**config.mk**
```make
export PLATFORM = sky130hd
export DESIGN_NAME = dffram_2r1w_arb
export DESIGN_NICKNAME = d
export VERILOG_FILES = /design/src/rtl/dffram_2r1w_arb.sv
export SDC_FILE = /design/constraint.sdc
export NUM_CORES = 1
export LEC_CHECK = 0
export BUFFER_PORTS_ARGS = -buffer_cell sky130_fd_sc_hd__buf_2
export CORE_ASPECT_RATIO = 2
export CORE_MARGIN = 5
export CORE_UTILIZATION = 30
export DETAILED_ROUTE_END_ITERATION = 8
export PLACE_DENSITY_LB_ADDON = 0.15
export SYNTH_ARGS = -nofsm -noshare
export SYNTH_HDL_FRONTEND = slang
export SYNTH_SLANG_ARGS = --single-unit
```
**constraint.sdc**
```tcl
create_clock -name CLK -period 7.1 [get_ports CLK]
set_input_delay 0.355 -clock CLK [delete_from_list [all_inputs] [get_ports CLK]]
set_output_delay 0.355 -clock CLK [all_outputs]
set_load 0.005 [all_outputs]
```
**src/rtl/dffram_2r1w_arb.sv**
```systemverilog
// Three-client round-robin arbiter in front of a 256x16 DFFRAM with one R/W port and one read-only port.
// Port 0 serves any request; port 1 serves a second reader unless it would read a location being written.
module dffram_2r1w_arb #(
    parameter int unsigned AW = 8,
    parameter int unsigned DW = 16,
    parameter int unsigned NC = 3
) (
    input  logic                CLK,
    input  logic                RST,
    input  logic [NC-1:0]       REQ,
    input  logic [2*NC-1:0]     WE,
    input  logic [AW*NC-1:0]    ADDR,
    input  logic [DW*NC-1:0]    WDATA,
    output logic [NC-1:0]       GNT,
    output logic [NC-1:0]       RVALID,
    output logic [DW*NC-1:0]    RDATA,
    output logic                EN0,
    output logic [AW-1:0]       A0,
    output logic [DW-1:0]       Di0,
    output logic [1:0]          WE0,
    input  logic [DW-1:0]       Do0,
    output logic                EN1,
    output logic [AW-1:0]       A1,
    input  logic [DW-1:0]       Do1
);

    localparam int unsigned IDW = 2;

    logic [IDW-1:0] rr_q, rr_d;
    logic           r0_vld_q, r0_vld_d, r1_vld_q, r1_vld_d;
    logic [IDW-1:0] r0_id_q, r0_id_d, r1_id_q, r1_id_d;

    logic           p0_vld, p0_we, p1_vld, p1_stop;
    int unsigned    p0_idx, p1_idx, k;
    logic [AW-1:0]  p0_addr;

    // Client occupying priority slot i when the pointer is rr.
    function automatic int unsigned slot(input logic [IDW-1:0] rr, input int unsigned i);
        return (32'(rr) + i) % NC;
    endfunction

    // Port-0 winner, then the first eligible reader for port 1 with the write-hazard stop.
    always_comb begin
        p0_vld  = 1'b0;
        p0_idx  = 0;
        p1_vld  = 1'b0;
        p1_idx  = 0;
        p1_stop = 1'b0;
        k       = 0;
        for (int unsigned i = 0; i < NC; i++) begin
            k = slot(rr_q, i);
            if (!RST && !p0_vld && REQ[k]) begin
                p0_vld = 1'b1;
                p0_idx = k;
            end
        end
        p0_we   = p0_vld && (WE[p0_idx*2 +: 2] != 2'b00);
        p0_addr = ADDR[p0_idx*AW +: AW];
        for (int unsigned i = 0; i < NC; i++) begin
            k = slot(rr_q, i);
            if (!RST && !p1_vld && !p1_stop && REQ[k] && !(p0_vld && p0_idx == k)
                && WE[k*2 +: 2] == 2'b00) begin
                if (p0_we && ADDR[k*AW +: AW] == p0_addr) begin
                    p1_stop = 1'b1;
                end else begin
                    p1_vld = 1'b1;
                    p1_idx = k;
                end
            end
        end
    end

    always_comb begin
        rr_d     = p0_vld ? IDW'((p0_idx + 1) % NC) : rr_q;
        r0_vld_d = p0_vld && !p0_we;
        r0_id_d  = IDW'(p0_idx);
        r1_vld_d = p1_vld;
        r1_id_d  = IDW'(p1_idx);
    end

    always_ff @(posedge CLK) begin
        if (RST) begin
            rr_q     <= '0;
            r0_vld_q <= 1'b0;
            r0_id_q  <= '0;
            r1_vld_q <= 1'b0;
            r1_id_q  <= '0;
        end else begin
            rr_q     <= rr_d;
            r0_vld_q <= r0_vld_d;
            r0_id_q  <= r0_id_d;
            r1_vld_q <= r1_vld_d;
            r1_id_q  <= r1_id_d;
        end
    end

    // RAM port drive and grants.
    always_comb begin
        GNT = '0;
        if (p0_vld) GNT[p0_idx] = 1'b1;
        if (p1_vld) GNT[p1_idx] = 1'b1;
        EN0 = p0_vld;
        A0  = p0_vld ? p0_addr : '0;
        Di0 = p0_vld ? WDATA[p0_idx*DW +: DW] : '0;
        WE0 = p0_vld ? WE[p0_idx*2 +: 2] : 2'b00;
        EN1 = p1_vld;
        A1  = p1_vld ? ADDR[p1_idx*AW +: AW] : '0;
    end

    // Steer returning RAM data to the client recorded in each route register.
    always_comb begin
        RVALID = '0;
        RDATA  = '0;
        for (int unsigned c = 0; c < NC; c++) begin
            if (r0_vld_q && r0_id_q == IDW'(c)) begin
                RVALID[c]          = 1'b1;
                RDATA[c*DW +: DW]  = Do0;
            end else if (r1_vld_q && r1_id_q == IDW'(c)) begin
                RVALID[c]          = 1'b1;
                RDATA[c*DW +: DW]  = Do1;
            end
        end
    end

endmodule

```
==> flow_summary.json <==
{
  "status": "complete, no violations",
  "crit_start": "rr_q[1]",
  "r2r_setup_slack_ps": 760,
  "synth_nets": 747,
  "grt_max_degree": 44,
  "gp_congestion": 1.04,
  "initialDrtViolationCount": 418,
  "hold_violations": 0,
  "cp-start-kind": "flop",
  "area_growth_pct": 29.6,
  "drc": 0,
  "dieArea_um2": 16300,
  "synth_compound_gate_area_share_pct": 47.3,
  "vdd_drop_max_uv": 146,
  "period_share_pct": 89.3,
  "clkSlewWorstSetupHoldPaths_ps": 40,
  "hold_class": "input pin to flop",
  "syn_area_per_cell_um2": 6.69,
  "insertion_delay_ps": 230,
  "yosys.area_share.simple_pct": 28.3,
  "n_antenna_cell": 0,
  "vias_per_cell": 6.28,
  "worstPathRequired_ps": 7180,
  "synth_edf_count": 0,
  "async_flop_share_pct": 0,
  "synthMuxAreaShare_pct": 6.35,
  "max_freq_ghz": 0.158,
  "cts_setup_buffers": 0,
  "die_h_um": 176,
  "grt_pass1_vias": 5940,
  "dr.pass1.iters": 5,
  "cts-root-buf": "clkbuf_16",
  "p_per_area_nw_per_um2": 413,
  "yosys_warnings": 0,
  "ant_nets": 0,
  "hold_slack_ps": 623,
  "grt_util_all_layers_pct": 23.7,
  "r2r-end": "rr_q[0]",
  "cpMostUsedCell": "ha_1",
  "numCtsBuffers": 3,
  "rsz0062_at_grt": "false",
  "leakage_nw": 2.51,
  "num_io_pins": 205,
  "route.detailed.wl_per_inst_um": 22.0,
  "ys_seq_elements": 8,
  "synth_fa_ha_area_share_pct": 5.17,
  "drive_above_1_share_pct": 33.4,
  "worstReg2RegStart": "rr_q[1]",
  "fp.dieW_um": 92.8,
  "fin_nets": 933,
  "post-route-min-period_ps": 6340,
  "clock_sinks": 8,
  "mostFrequentLayoutCells": "204 x buf_2, 65 x nand2_1, 60 x nor2_1",
  "cpPeakStageDelay_ps": 570,
  "grt_pass1_wl_um": 31000,
  "tns_ps": 0,
  "initial_core_util_pct": 30.6,
  "antenna_found_initial": 0,
  "worstSetupPathType": "flop to flop",
  "worstPathMaxFanout": 16,
  "finClkSkew_ps": 6.07,
  "cp-endpoint": "rr_q[0]",
  "htree_levels": 1,
  "synth_cell_types": 81,
  "crit_chain": "inv_1, ha_1, or3b_1, o22ai_1, and2_1, nor2_4, inv_2, ha_1, or2_2, a31oi_1, o21ai_0, nand2_1, ha_1, a221o_1, or2_2, o21a_1, or2_2, ha_1, o41ai_1, a21o_1, o311ai_0",
  "routed_wl_um": 21000,
  "postCtsHoldBufs": 0,
  "vias": 5995,
  "final_common_cell": "buf_2",
  "synth-xor-area-share_pct": 1.91,
  "ys.flop_type": "dfxtp_1",
  "cp-end-kind": "flop",
  "slew_violations": 0,
  "crit_arrival_ps": 6420,
  "dp_hpwl_um": 16900,
  "setup_viol": 0,
  "synth_area_um2": 4120,
  "seq_area_frac_synth_pct": 3.89,
  "overflow": 0,
  "coreArea_um2": 13400,
  "cts.repair.resized": 0,
  "cts_tree": "built",
  "rows": 60,
  "clock_tree.buffer_depth": 2,
  "reg2reg_depth": 21,
  "synth_top_family_by_area": "compound AO/OA/AOI/OAI gates",
  "syn_inst": 615,
  "maxCapViolations": 0,
  "worstMarginPinSlew_ps": 1140,
  "timing.slew.headroom_pct": 23.4,
  "place.port_buffers": 204,
  "critical-path-slowest-cell": "o41ai_1"
}
layout make-up:
class	count	area, µm²
multi-input cells	544	3670
well taps	155	194
repair buffers	222	1160
flip-flops and latches	8	160
fillers	1444	8100
inverters	22	82.6
clock buffers	3	75.1
registers in the layout, indices dropped and copies added, names as in the netlist:
register and flops:
r0_vld_q 1, rr_q 2, r1_vld_q 1, r0_id_q 2, r1_id_q 2
cells by family (layout without fill, tap and decap cells):
group / after synthesis / in the layout
flops: 8 / 8
mux: 25 / 25
xor+xnor: 9 / 9
fa+ha+maj: 17 / 17
buf+inv: 63 / 247
compound gates: 262 / 262
simple gates: 231 / 231
critical path, delay by kind of cell, from the launching register on:
family                   cells  cell delay (ps)
adder cells (fa/ha/maj)      4             1380
AO/OA/AOI/OAI                8             1930
buffers and inverters        2              270
AND/OR/NAND/NOR              7             2050
flip-flops                   1              530
power breakdown:
part	total (mW)	switching [mW]	leakage (nW)	internal [mW]
registers	0.0835	0.0184	0.0659	0.0651
logic	2.02	1.27	2.41	0.751
clock network	0.0962	0.0234	0.0370	0.0728
per-layer routing:
metal	share of wire, %	GRT usage (%)	vias to the layer above
li1	-	-	2763
met2	53	46.3	317
met1	33	21.9	2839
met4	6.8	15.9	0
met5	0	0	-
met3	6.6	3.04	76
synth_stat cells, drive strengths merged, types with 5 or more instances:
cell / count / area share (%)
buf: 18 / 3.0
nand2: 66 / 6.1
a31oi: 5 / 0.76
or3: 6 / 1.0
o311ai: 7 / 1.5
o21ai: 50 / 6.5
nand2b: 11 / 1.7
nor4: 7 / 1.1
or2: 6 / 0.91
a21o: 5 / 0.91
nor3: 14 / 1.8
a22o: 50 / 11
inv: 22 / 2.0
clkbuf: 23 / 2.1
dfxtp: 8 / 3.9
a21oi: 40 / 5.0
nor2: 61 / 5.7
ha: 17 / 5.2
nor3b: 5 / 0.91
nand3: 16 / 1.9
a22oi: 6 / 1.2
and3: 9 / 1.4
a31o: 8 / 1.7
mux2: 6 / 1.6
nor2b: 6 / 0.91
a311oi: 27 / 5.7
mux2i: 19 / 4.7
a211oi: 8 / 1.5
o21a: 5 / 0.94
xnor2: 9 / 1.9
nand4: 8 / 1.2
a21boi: 6 / 1.1
through the flow:
| stage | instances | utilization [%] | area [µm²] | worst slack (ps) | total power [mW] |
|---|---|---|---|---|---|
| 2_1_floorplan | 615 | - | 4120 | 1550 | 1.39 |
| 3_3_place_gp | 951 | 39.2 | 5260 | 982 | 2.04 |
| 3_5_place_dp | 951 | 39.2 | 5260 | 861 | 2.07 |
| 4_1_cts | 954 | 39.7 | 5340 | 839 | 2.17 |
| 5_1_grt | 954 | 39.7 | 5340 | 309 | 2.36 |
| 6_report | 954 | 39.7 | 5340 | 760 | 2.20 |
how the worst min path moves through the flow:
stage	slack [ps]	cells past startpoint	from	to
2_1_floorplan	640	2	REQ[0]	r0_id_q[1]
3_3_place_gp	720	2	rr_q[0]	rr_q[0]
3_5_place_dp	760	2	rr_q[0]	rr_q[0]
4_1_cts	640	3	REQ[0]	r0_id_q[1]
5_1_grt	660	3	REQ[0]	r0_id_q[1]
6_report	620	3	REQ[0]	r0_id_q[1]
Power figures use the tool's default switching activity.
